===== src/rtl/trigger_burst_gen.sv =====
// trigger_burst_gen: delayed train of programmable-width/period trigger pulses,
// finite (Count pulses) or free-running (Count=0) until Stop or EN drop.
module trigger_burst_gen #(
   parameter int CNT_W = 16,
   parameter int NUM_W = 16
) (
   input  logic             Clock,
   input  logic             Reset_n,
   input  logic             EN,
   input  logic             Start,
   input  logic             Stop,
   input  logic [CNT_W-1:0] Delay,
   input  logic [CNT_W-1:0] Width,
   input  logic [CNT_W-1:0] Period,
   input  logic [NUM_W-1:0] Count,
   output logic             STrig_out,
   output logic             Busy,
   output logic             Done,
   output logic [NUM_W-1:0] Pulse_cnt
);
   typedef enum logic [1:0] {IDLE, DELAY, HIGH, LOW} state_t;
   localparam logic [CNT_W:0]   ONE_C   = {{CNT_W{1'b0}}, 1'b1};
   localparam logic [NUM_W-1:0] NUM_ONE = {{(NUM_W-1){1'b0}}, 1'b1};
   state_t           state_q, state_d;
   logic [CNT_W:0]   cnt_q, cnt_d, wm1_q, wm1_d, gm1_q, gm1_d;
   logic [NUM_W-1:0] num_q, num_d, pcnt_q, pcnt_d;
   logic             strig_q, strig_d, busy_q, busy_d, done_q, done_d;
   logic [CNT_W:0]   per_x, w_eff, p_eff;
   // One extra counter bit so W'+1 cannot overflow when Width is all-ones.
   always_comb begin
      per_x = {1'b0, Period};
      w_eff = (Width == '0) ? ONE_C : {1'b0, Width};
      p_eff = (per_x > w_eff) ? per_x : w_eff + ONE_C;
   end
   always_comb begin
      state_d = state_q;
      cnt_d   = cnt_q;
      wm1_d   = wm1_q;
      gm1_d   = gm1_q;
      num_d   = num_q;
      pcnt_d  = pcnt_q;
      done_d  = 1'b0;
      if (!EN) begin
         state_d = IDLE;
         pcnt_d  = '0;
      end else if (Stop) begin
         state_d = IDLE;
      end else begin
         case (state_q)
            IDLE: if (Start) begin
               wm1_d   = w_eff - ONE_C;
               gm1_d   = p_eff - w_eff - ONE_C;
               num_d   = Count;
               state_d = (Delay == '0) ? HIGH : DELAY;
               cnt_d   = (Delay == '0) ? w_eff - ONE_C : {1'b0, Delay} - ONE_C;
               pcnt_d  = (Delay == '0) ? NUM_ONE : '0;
            end
            DELAY, LOW: if (cnt_q == '0) begin
               state_d = HIGH;
               cnt_d   = wm1_q;
               pcnt_d  = pcnt_q + NUM_ONE;
            end else begin
               cnt_d = cnt_q - ONE_C;
            end
            HIGH: if (cnt_q == '0) begin
               done_d  = (num_q != '0) && (pcnt_q == num_q);
               state_d = done_d ? IDLE : LOW;
               cnt_d   = gm1_q;
            end else begin
               cnt_d = cnt_q - ONE_C;
            end
            default: state_d = IDLE;
         endcase
      end
      strig_d = (state_d == HIGH);
      busy_d  = (state_d != IDLE);
   end
   always_ff @(posedge Clock or negedge Reset_n) begin
      if (!Reset_n) begin
         state_q <= IDLE;
         cnt_q   <= '0;
         wm1_q   <= '0;
         gm1_q   <= '0;
         num_q   <= '0;
         pcnt_q  <= '0;
         strig_q <= 1'b0;
         busy_q  <= 1'b0;
         done_q  <= 1'b0;
      end else begin
         state_q <= state_d;
         cnt_q   <= cnt_d;
         wm1_q   <= wm1_d;
         gm1_q   <= gm1_d;
         num_q   <= num_d;
         pcnt_q  <= pcnt_d;
         strig_q <= strig_d;
         busy_q  <= busy_d;
         done_q  <= done_d;
      end
   end
   assign STrig_out = strig_q;
   assign Busy      = busy_q;
   assign Done      = done_q;
   assign Pulse_cnt = pcnt_q;
endmodule


===== config.mk =====
export PLATFORM = sky130hd
export DESIGN_NAME = trigger_burst_gen
export DESIGN_NICKNAME = d
export VERILOG_FILES = /design/src/rtl/trigger_burst_gen.sv
export SDC_FILE = /design/constraint.sdc
export NUM_CORES = 1
export LEC_CHECK = 0
export ABC_AREA = 1
export CORE_ASPECT_RATIO = 1.75
export CORE_MARGIN = 2
export CORE_UTILIZATION = 35
export CTS_CLUSTER_SIZE = 25
export DETAILED_ROUTE_END_ITERATION = 10
export DONT_BUFFER_PORTS = 1
export HOLD_SLACK_MARGIN = 0.12
export PLACE_DENSITY = 0.5
export SYNTH_ARGS = -nofsm -noshare
export SYNTH_HDL_FRONTEND = slang
export SYNTH_SLANG_ARGS = --single-unit
export TNS_END_PERCENT = 30

===== constraint.sdc =====
create_clock -name Clock -period 2.5 [get_ports Clock]
set_clock_uncertainty 0.1 [all_clocks]
set_input_delay 0.5 -clock Clock [delete_from_list [all_inputs] [get_ports Clock]]
set_output_delay 0.5 -clock Clock [all_outputs]
set_load 0.02 [all_outputs]

==> metrics.yaml <==
syn_inst: 1173
max_cap_violations: 0
ys_seq_area_frac: 0.290
max_slew_margin: 0.446
fill_cells: 2327
start_kind: "input port"
slowest_delay_ps: 280
rsz0062_at_grt: "yes"
drive_above_1_share: 0.215
crit_arrival_ps: 3140
hold_path_class: "input port to async pin"
synth-seq-cells: 88
grt_overflow: 0
place_ws_ps: -1040
finalHoldViolations: 88
leakagePower_nw: 4.36
synth-main-ff-cell: "dfrtp_1"
maxSlewViolCount: 0
gp_congestion: 0.892
core_sq_um: 21400
syn_to_final_growth_pct: 27.2
h-tree-depth: 3
status: "finished with violations"
num_rows: 71
drc: 0
final.period_utilization: 1.20
grt_pass1_vias: 8184
antenna_found_initial: 0
multi_input_area_sq_um: 5350
ir_drop_mv: 0.316
clk_pin_slew_worst_paths_ps: 70
synth-edff-count: 0
cts_sinks: 88
num_vias: 8022
num-nets-final: 1384
final_cell_mix: "nand2_1 (313), nor2_1 (139), buf_4 (119)"
die-area_sq_um: 22900
clock_path_buffers: 2
period_minus_slack_ps: 3000
clock_latency_ps: 350
rr_worst_depth: 9
worst_slew_pin_slew_ps: 830
post-route-util: 0.451
syn_nets: 1280
path_common_cell: "nand2_1"
first_iter_violations: 438
vias_per_cell: 5.10
wl_per_cell_um: 17.5
dr.pass1.iters: 5
ys_warn_count: 0
crit_slowest_cell: "ha_1"
root_buffer: "clkbuf_16"
crit_chain: "clkinvlp_4 > buf_4 > ha_1 > inv_1 > nor2_2 > o21bai_1 > nand2_1 > nand2_1 > nand2_1 > nand2_1 > nand2_2 > nand2_8 > buf_6 > buf_4 > o21a_1 > ha_4 > a21oi_2 > o21ai_1 > nor2_1 > nand2_1 > a21oi_2 > nand3_1 > nand3_1 > nand2_1"
initial_core_util: 0.354
die_h_um: 199
violations: "hold timing, setup timing"
critical-path-top-delay-family: "simple AND/OR/NAND/NOR gates"
cp-end-kind: "flip-flop"
worst_slack_ps: -496
grt_pass1_wl_mm: 43.0
track_usage: 0.246
path_depth: 24
cts_tree: "yes"
fmax_mhz: 334
path_class: "input port to flip-flop"
grt_max_degree: 89
cts_buffers: 9
avgSynthCellArea_sq_um: 6.47
postPlaceCellArea_sq_um: 8800
diodes: 0
path_buf_inv: 5
totalWireLength_mm: 27.6
hold-worst-slack_ps: -257
required_ps: 2640
seqCellArea_sq_um: 2200
postSynth.asyncResetShare: 1.00
crit_fanout: 6
drtAntennaViolNets: 0
port_buffers: 0
finalInstanceArea_sq_um: 9650
ios: 88
finalSetupTns_ps: -6080
setup_viol: 16
syn_area_sq_um: 7590
p_per_area_nw_per_um2: 526
synth_cell_types: 45
final_common_cell: "nand2_1"
dp_hpwl_mm: 22.1
die_x_um: 115
worst register-to-register path: stages (launching register included):
cell	delay, ps
dfrtp_1	400
inv_1	140
ha_1	240
nand2_1	110
nor2_1	160
nand3_2	140
nand3_2	140
nand3_4	250
or2_0	310
a21oi_1	170
cells in the mapped netlist (3+ instances only):
library cell,instances,share of area
o21ai_1,6,0.0040
ha_1,37,0.061
nor2_4,4,0.0059
nand2_1,335,0.17
clkbuf_1,12,0.0059
nand4_1,38,0.031
inv_1,111,0.055
a21oi_1,53,0.035
nor4_1,5,0.0041
o21ai_0,76,0.050
o21bai_1,4,0.0040
nand3_1,94,0.062
nand3_2,4,0.0053
nor2_2,8,0.0066
a31oi_1,12,0.0099
nor3_1,12,0.0079
or2_0,6,0.0049
dfrtp_1,88,0.29
inv_2,6,0.0030
buf_6,4,0.0059
or2_1,8,0.0066
buf_2,14,0.0092
nor2_1,155,0.077
nor3_2,3,0.0040
xnor2_1,19,0.022
o211ai_1,15,0.015
o21a_1,3,0.0030
o31ai_1,3,0.0030
xor2_1,17,0.020
sequential cells by signal, indices dropped and copies added (netlist names):
| name | flops |
|---|---|
| cnt_q | 17 |
| gm1_q | 17 |
| wm1_q | 17 |
| Pulse_cnt | 16 |
| num_q | 16 |
| state_q | 2 |
| Busy | 1 |
| Done | 1 |
| STrig_out | 1 |
power by group:
group | switching [mW] | internal, mW | leakage [nW]
Clock | 0.604 | 0.705 | 0.139
Combinational | 1.05 | 0.832 | 3.13
Sequential | 0.220 | 1.67 | 1.10
Total | 1.88 | 3.20 | 4.36
final timing paths:
check,from,end,slack (ps)
worst min-delay path,Reset_n,STrig_out,-260
worst max register to register,cnt_q[0],Pulse_cnt[10],260
worst min register to register,wm1_q[6],wm1_q[6],380
min in group Clock,Count[14],num_q[14],170
worst max-delay path,Width[1],gm1_q[16],-500
max in group asynchronous,Reset_n,num_q[8],2340
metrics by stage:
step	cells	total power, mW
floorplan	1173	2.91
global placement	1547	3.51
detailed placement	1547	3.53
CTS	1568	4.96
global route	1574	5.42
finish	1574	5.08
logic make-up (layout without fill, tap and decap cells):
family | Yosys count | after routing | synth area share
DFF | 88 | 88 | 0.290
buffers and inverters | 152 | 261 | 0.0828
xor gates and xnor gates | 36 | 36 | 0.0416
adders and majority gates | 38 | 38 | 0.0637
AOI/OAI and AO/OA | 177 | 177 | 0.129
and+or+nand+nor | 682 | 682 | 0.393
metal layers:
layer | share of wire | track usage | vias up
li1 | - | - | 4065
met1 | 0.35 | 0.241 | 3714
met2 | 0.56 | 0.484 | 186
met3 | 0.037 | 0.0317 | 57
met4 | 0.052 | 0.129 | 0
met5 | 0 | 0 | -
area by class of cell:
cell class	instances	area share
Sequential cell	88	0.228
Timing Repair Buffer	125	0.101
Timing Repair inverter	1	0.000648
Tap cell	292	0.0379
Multi-Input combinational cell	933	0.555
Clock inverter	6	0.00454
Inverter	119	0.0477
Clock buffer	10	0.0248
timing repair:
item | 4_1_cts | 5_1_grt
gates cloned | 1 | 1
endpoints found under the setup margin | 16 | 23
endpoints found under the hold margin | 88 | 88
gates resized for setup | 51 | 70
pin swaps | 29 | 55
buffers inserted | 4 | 7
Note: power is estimated with default switching activity, not from simulation.
